--- src/rtl/dvp_raw_pattern_tx_pkg.sv ---
// Shared types and helpers for the synthetic RAW8 DVP pattern transmitter:
// frame FSM states, pattern codes and the RGGB colour-bar lookup.
package dvp_raw_pattern_tx_pkg;

  typedef enum logic [2:0] {
    ST_IDLE,
    ST_VSYNC,
    ST_VBP,
    ST_ACTIVE,
    ST_VFP
  } tx_state_e;

  localparam logic [1:0] PAT_BARS  = 2'd0;
  localparam logic [1:0] PAT_RAMP  = 2'd1;
  localparam logic [1:0] PAT_CHECK = 2'd2;
  localparam logic [1:0] PAT_CONST = 2'd3;

  localparam int NUM_BARS = 8;

  // {R,G,B} on/off mask per bar, left to right: W,Y,C,G,M,R,B,K
  function automatic logic [2:0] bar_rgb(input logic [2:0] idx);
    case (idx)
      3'd0:    return 3'b111;
      3'd1:    return 3'b110;
      3'd2:    return 3'b011;
      3'd3:    return 3'b010;
      3'd4:    return 3'b101;
      3'd5:    return 3'b100;
      3'd6:    return 3'b001;
      default: return 3'b000;
    endcase
  endfunction

  // RGGB mosaic: even row/even col is R, odd row/odd col is B, the rest G
  function automatic logic [7:0] bayer_pick(input logic [2:0] rgb, input logic y0, input logic x0);
    logic on;
    case ({y0, x0})
      2'b00:   on = rgb[2];
      2'b11:   on = rgb[0];
      default: on = rgb[1];
    endcase
    return on ? 8'hFF : 8'h00;
  endfunction

endpackage

--- src/rtl/dvp_pattern_gen.sv ---
// Registered RAW8 sample generator: turns pixel coordinates and the frame's
// latched pattern selection into one Bayer sample, forced to zero outside href.
module dvp_pattern_gen
  import dvp_raw_pattern_tx_pkg::*;
#(
  parameter int X_W       = 12,
  parameter int Y_W       = 11,
  parameter int CHK_SHIFT = 5
) (
  input  logic           clk,
  input  logic           reset,
  input  logic           valid,
  input  logic [1:0]     pattern,
  input  logic [X_W-1:0] x,
  input  logic [Y_W-1:0] y,
  input  logic [2:0]     bar_idx,
  input  logic [7:0]     const_val,
  output logic [7:0]     data
);

  logic [7:0] sample;

  always_comb begin
    sample = 8'h00;
    case (pattern)
      PAT_BARS:  sample = bayer_pick(bar_rgb(bar_idx), y[0], x[0]);
      PAT_RAMP:  sample = 8'(x) + 8'(y);
      PAT_CHECK: sample = (x[CHK_SHIFT] ^ y[CHK_SHIFT]) ? 8'hFF : 8'h00;
      default:   sample = const_val;
    endcase
  end

  always_ff @(posedge clk or posedge reset) begin
    if (reset) begin
      data <= 8'h00;
    end else begin
      data <= valid ? sample : 8'h00;
    end
  end

endmodule

--- src/rtl/dvp_raw_pattern_tx.sv ---
// OV5640-style RAW8 DVP transmitter: line timer, frame FSM and frame counter
// driving registered vsync/href/data from the dvp_pattern_gen sample source.
module dvp_raw_pattern_tx
  import dvp_raw_pattern_tx_pkg::*;
#(
  parameter int H_PIXELS  = 1920,
  parameter int V_PIXELS  = 1080,
  parameter int H_BLANK   = 280,
  parameter int VSYNC_LEN = 4,
  parameter int V_BP      = 16,
  parameter int V_FP      = 4,
  parameter bit VSYNC_POL = 1'b1,
  parameter int CHK_SHIFT = 5
) (
  input  logic        clk,
  input  logic        reset,
  input  logic        enable,
  input  logic [1:0]  pattern_sel,
  input  logic [7:0]  const_val,
  output logic        dvp_vsync,
  output logic        dvp_href,
  output logic [7:0]  dvp_data,
  output logic        frame_done,
  output logic [15:0] frame_cnt
);

  localparam int H_TOTAL = H_PIXELS + H_BLANK;
  localparam int H_W     = $clog2(H_TOTAL);
  localparam int L_MAX_A = (VSYNC_LEN > V_BP) ? VSYNC_LEN : V_BP;
  localparam int L_MAX_B = (V_PIXELS > V_FP) ? V_PIXELS : V_FP;
  localparam int L_MAX   = (L_MAX_A > L_MAX_B) ? L_MAX_A : L_MAX_B;
  localparam int LINE_W  = $clog2(L_MAX + 1);
  localparam int BAR_W   = H_PIXELS / NUM_BARS;

  tx_state_e         state, state_next;
  logic [H_W-1:0]    h_cnt;
  logic [H_W-1:0]    bar_cnt;
  logic [2:0]        bar_idx;
  logic [LINE_W-1:0] line_cnt;
  logic [LINE_W-1:0] line_last_idx;
  logic [1:0]        pat_q;
  logic [7:0]        const_q;
  logic              h_wrap;
  logic              line_end;
  logic              frame_end;
  logic              active_px;

  assign h_wrap    = (h_cnt == H_W'(H_TOTAL - 1));
  assign line_end  = h_wrap && (line_cnt == line_last_idx);
  assign frame_end = line_end && ((state == ST_VFP) || ((state == ST_ACTIVE) && (V_FP == 0)));
  assign active_px = (state == ST_ACTIVE) && (h_cnt < H_W'(H_PIXELS));

  always_comb begin
    line_last_idx = '0;
    case (state)
      ST_VSYNC:  line_last_idx = LINE_W'(VSYNC_LEN - 1);
      ST_VBP:    line_last_idx = LINE_W'((V_BP > 0) ? V_BP - 1 : 0);
      ST_ACTIVE: line_last_idx = LINE_W'(V_PIXELS - 1);
      ST_VFP:    line_last_idx = LINE_W'((V_FP > 0) ? V_FP - 1 : 0);
      default:   line_last_idx = '0;
    endcase
  end

  // Zero-length porches are skipped; the enable check happens only at frame end
  always_comb begin
    state_next = state;
    case (state)
      ST_IDLE:   if (enable) state_next = ST_VSYNC;
      ST_VSYNC:  if (line_end) state_next = (V_BP > 0) ? ST_VBP : ST_ACTIVE;
      ST_VBP:    if (line_end) state_next = ST_ACTIVE;
      ST_ACTIVE: if (line_end) state_next = (V_FP > 0) ? ST_VFP : (enable ? ST_VSYNC : ST_IDLE);
      ST_VFP:    if (line_end) state_next = enable ? ST_VSYNC : ST_IDLE;
      default:   state_next = ST_IDLE;
    endcase
  end

  always_ff @(posedge clk or posedge reset) begin
    if (reset) begin
      state <= ST_IDLE;
    end else begin
      state <= state_next;
    end
  end

  always_ff @(posedge clk or posedge reset) begin
    if (reset) begin
      h_cnt    <= '0;
      bar_cnt  <= '0;
      bar_idx  <= '0;
      line_cnt <= '0;
      pat_q    <= PAT_BARS;
      const_q  <= 8'h00;
    end else begin
      if ((state == ST_IDLE) || h_wrap) begin
        h_cnt   <= '0;
        bar_cnt <= '0;
        bar_idx <= '0;
      end else begin
        h_cnt <= h_cnt + H_W'(1);
        // Bar index steps every BAR_W pixels and sticks on the last bar
        if (bar_idx != 3'(NUM_BARS - 1)) begin
          if (bar_cnt == H_W'(BAR_W - 1)) begin
            bar_cnt <= '0;
            bar_idx <= bar_idx + 3'd1;
          end else begin
            bar_cnt <= bar_cnt + H_W'(1);
          end
        end
      end

      if (state_next != state) begin
        line_cnt <= '0;
      end else if (h_wrap) begin
        line_cnt <= line_cnt + LINE_W'(1);
      end

      if ((state_next == ST_VSYNC) && (state != ST_VSYNC)) begin
        pat_q   <= pattern_sel;
        const_q <= const_val;
      end
    end
  end

  always_ff @(posedge clk or posedge reset) begin
    if (reset) begin
      dvp_vsync  <= ~VSYNC_POL;
      dvp_href   <= 1'b0;
      frame_done <= 1'b0;
      frame_cnt  <= 16'h0000;
    end else begin
      dvp_vsync  <= (state == ST_VSYNC) ? VSYNC_POL : ~VSYNC_POL;
      dvp_href   <= active_px;
      frame_done <= frame_end;
      if (frame_end) begin
        frame_cnt <= frame_cnt + 16'd1;
      end
    end
  end

  dvp_pattern_gen #(
    .X_W       (H_W),
    .Y_W       (LINE_W),
    .CHK_SHIFT (CHK_SHIFT)
  ) u_pattern_gen (
    .clk       (clk),
    .reset     (reset),
    .valid     (active_px),
    .pattern   (pat_q),
    .x         (h_cnt),
    .y         (line_cnt),
    .bar_idx   (bar_idx),
    .const_val (const_q),
    .data      (dvp_data)
  );

endmodule
--- config.mk ---
export PLATFORM = sky130hd
export DESIGN_NAME = dvp_raw_pattern_tx
export DESIGN_NICKNAME = d
export VERILOG_FILES = /design/src/rtl/dvp_raw_pattern_tx_pkg.sv /design/src/rtl/dvp_pattern_gen.sv /design/src/rtl/dvp_raw_pattern_tx.sv
export SDC_FILE = /design/constraint.sdc
export NUM_CORES = 1
export LEC_CHECK = 0
export ABC_CLOCK_PERIOD_IN_PS = 2100
export CORE_AREA = 2 2 110 112
export DETAILED_ROUTE_END_ITERATION = 8
export DIE_AREA = 0 0 112 114
export GPL_ROUTABILITY_DRIVEN = 0
export HOLD_SLACK_MARGIN = 0.06
export PLACE_DENSITY = 0.64
export SLEW_MARGIN = 5
export SYNTH_ARGS = -nofsm -noshare
export SYNTH_HDL_FRONTEND = slang
export SYNTH_HIERARCHICAL = 1
export SYNTH_SLANG_ARGS = --single-unit
--- constraint.sdc ---
create_clock -name clk -period 2.1 [get_ports clk]
set_input_delay 0.42 -clock clk [delete_from_list [all_inputs] [get_ports clk]]
set_output_delay 0.42 -clock clk [all_outputs]
set_load 0.005 [all_outputs]
==> run metrics <==
Slew HR 68.4%; clk root buf clkbuf_16; pwr dens around 550 nW/um^2; Clock Path Buffers 2; worst skew pair latency 0.34 ns; Period Utilization, post-route 102%; Final ANT Viol Nets 0; die extent in x 112 um; starting DRC count in detailed routing 170; initial core utilization 38.8%; DRC Markers 0; Yosys cell types 58; failing checks setup timing; commonest non-fill, non-tap cell in the layout dfrtp_1; Post-Route WL 10.9 mm; Async S/R FF share, synth 100%; Finished Cell Area 5990 sq um; TritonCTS buffer count 9; Synth Warn # 6; Worst setup EP type flop; die area 12,800 sq um; Max Cap Viol 0; dpl hpwl about 8 mm; largest net degree at the start of global routing 31; post-route setup slack -0.0319 ns; sequential fraction of the synthesis area a little over two fifths; RSZ-0062 raised after global routing true; Arr. time, crit path 2.36 ns; hold_ws 0.407 ns; Tmin final 2.13 ns; post-synth top area share a little over two fifths; post-synthesis register bit count a little under 80; RR Endpoint line_cnt[7]$_DFFE_PP0P_; fmax around 0.47 GHz; Worst VDD drop 461 uV; Post-Route Utilization roughly half; max-slew violations 0; core area 11,700 sq um; final setup fails 17; syn nets 507; via count 3,947; GR Util met3 4.09%; Synth Instances around 480; Hold Path Class input port to asynchronous set/reset pin; clock slew at reported path FFs 0.06 ns; hold_buf cts 0; layout cells sized above 1 roughly a fifth; routed vias/inst roughly 5.5; GR peak layer met2; WP data required 2.33 ns; WL per Instance 15.3 um; startpoint types flop; Post-synth top flop dfrtp_1; number of global-route vias before repair 3,866; DP Cell Count 692; RR Startpoint h_cnt[6]$_DFF_PP0_; outcome finished with violations; CTS Sinks 78; average size of a mapped cell 9.48 sq um; Post-synth EDFFs 0; Least-Margin Pin Slew 0.474 ns; GRT met1 Usage 23.3%; grt total ovfl 0; H-tree level count 3; Lkg Pwr 2.58 nW; crit path kind flop to flop; CTS tree done; area delta synth->final 31.9%; final worst clock skew 0.0105 ns; IO Count 40; # diodes 0; Synth area leaders dfrtp_1 (43%), xor2_1 (5.2%), nand3_1 (4.2%); pre-CTS setup slack -0.135 ns; Fillers 1,081; first-pass GRT wire length roughly 18 mm; row count 40; cells on worst reg2reg path 6; Netlist Area Pre-Place 4540 sq um; post-route insts no fill 713; most frequent cells in the layout dfrtp_1 (77), buf_4 (49), clkdlybuf4s50_1 (39), nand3_1 (37), nor2_1 (37); Fin. Hold Viols 0; initial antenna violation count 0; M2 GR Usage 28.8%; IO buf count 39; crit path max fanout 6; Cell Area, Placed ~5500 sq um; top cell type by total area after synthesis dfrtp_1; DRT Pass-1 Iters 4; Die Ht about 110 um; R2R setup slack -0.03 ns; Overall Global Routing Usage 17.8%; Post-layout nets 589
[cell type report]
cell class / count / area (sq um) / share of cell area [%]
timing repair buffer: 95 / 881 / 14.7
multi-input combinational: 369 / 2630 / 43.9
clock inverter: 5 / 57.6 / 0.960
inverter: 8 / 33.8 / 0.564
clock buffer: 11 / 253 / 4.22
sequential: 78 / 1950 / 32.6
tap: 147 / 184 / 3.07
[metrics by stage]
step                      setup TNS (ns)  total power, mW
after global routing               -3.26             3.42
after detailed placement          -0.340             1.72
after global placement            -0.104             1.72
after CTS                        -0.0514             3.33
after floorplan                  -0.0923             1.64
final                             -0.297             3.29
[worst max path at each step]
stage | from | to | cells past startpoint
final | h_cnt[6]$_DFF_PP0_ | line_cnt[7]$_DFFE_PP0P_ | 6
after global placement | h_cnt[9]$_DFF_PP0_ | frame_cnt[1]$_DFFE_PP0P_ | 5
after CTS | h_cnt[9]$_DFF_PP0_ | frame_cnt[1]$_DFFE_PP0P_ | 5
after floorplan | h_cnt[5]$_DFF_PP0_ | state[1]$_DFF_PP0_ | 6
after detailed placement | h_cnt[9]$_DFF_PP0_ | frame_cnt[1]$_DFFE_PP0P_ | 5
after global routing | h_cnt[6]$_DFF_PP0_ | frame_cnt[15]$_DFFE_PP0P_ | 6
[sequential cells by signal, summed over array words and instances, names as in the netlist]
| register | cells |
|---|---|
| state | 3 |
| h_cnt | 12 |
| frame_cnt | 16 |
| bar_idx | 3 |
| bar_cnt | 12 |
| const_q | 8 |
| line_cnt | 11 |
| dvp_vsync | 1 |
| pat_q | 2 |
| frame_done | 1 |
| u_pattern_gen/data | 8 |
| dvp_href | 1 |
[cells in the mapped netlist (4+ instances only)]
master and number:
and4_1 4, clkbuf_1 15, xor2_1 27, a221oi_1 10, nor2_1 44, dfrtp_1 78, nand2_1 34, o21ai_0 14
nand2b_1 4, and3_1 7, buf_2 7, nor3b_1 12, ha_1 14, nor4_1 7, or3_1 7, nor2b_1 8
xnor2_1 21, a21oi_1 16, a211oi_1 4, nand4_1 22, and2_1 14, nand3_1 38, nor3_1 11, inv_1 8
[per-layer routing]
layer | vias up | wire [um]
met4 | 0 | 180
met2 | 74 | 5320
met3 | 16 | 391
li1 | 1911 | -
met1 | 1946 | 5010
met5 | - | 0
[worst max-delay path, cell delays in order (launching register included)]
cell	delay, ns
dfrtp_1	0.38
or4b_4	0.60
nor3_4	0.27
o2111ai_2	0.17
a211oi_2	0.34
buf_6	0.20
nor2_1	0.06
[logic make-up after synthesis]
| group | share of synthesized area (%) |
|---|---|
| simple gates | 28.1 |
| flops | 43.0 |
| compound gates | 11.1 |
| xor+xnor | 9.25 |
| buf+inv | 3.14 |
| fa+ha+maj | 4.30 |
| mux | 1.16 |
[power breakdown]
part	switching [mW]	internal, mW
logic	0.0985	0.0762
clock network	0.610	0.982
registers	0.0137	1.51
total	0.722	2.57
[what timing repair did]
item / 4_1_cts / 5_1_grt
setup endpoints to repair: 7 / 44
pin swaps: 0 / 11
hold endpoints to repair: 0 / 0
gates cloned: 0 / 1
gates resized for setup: 5 / 30
buffers inserted: 0 / 4
Power figures use the tool's default switching activity.
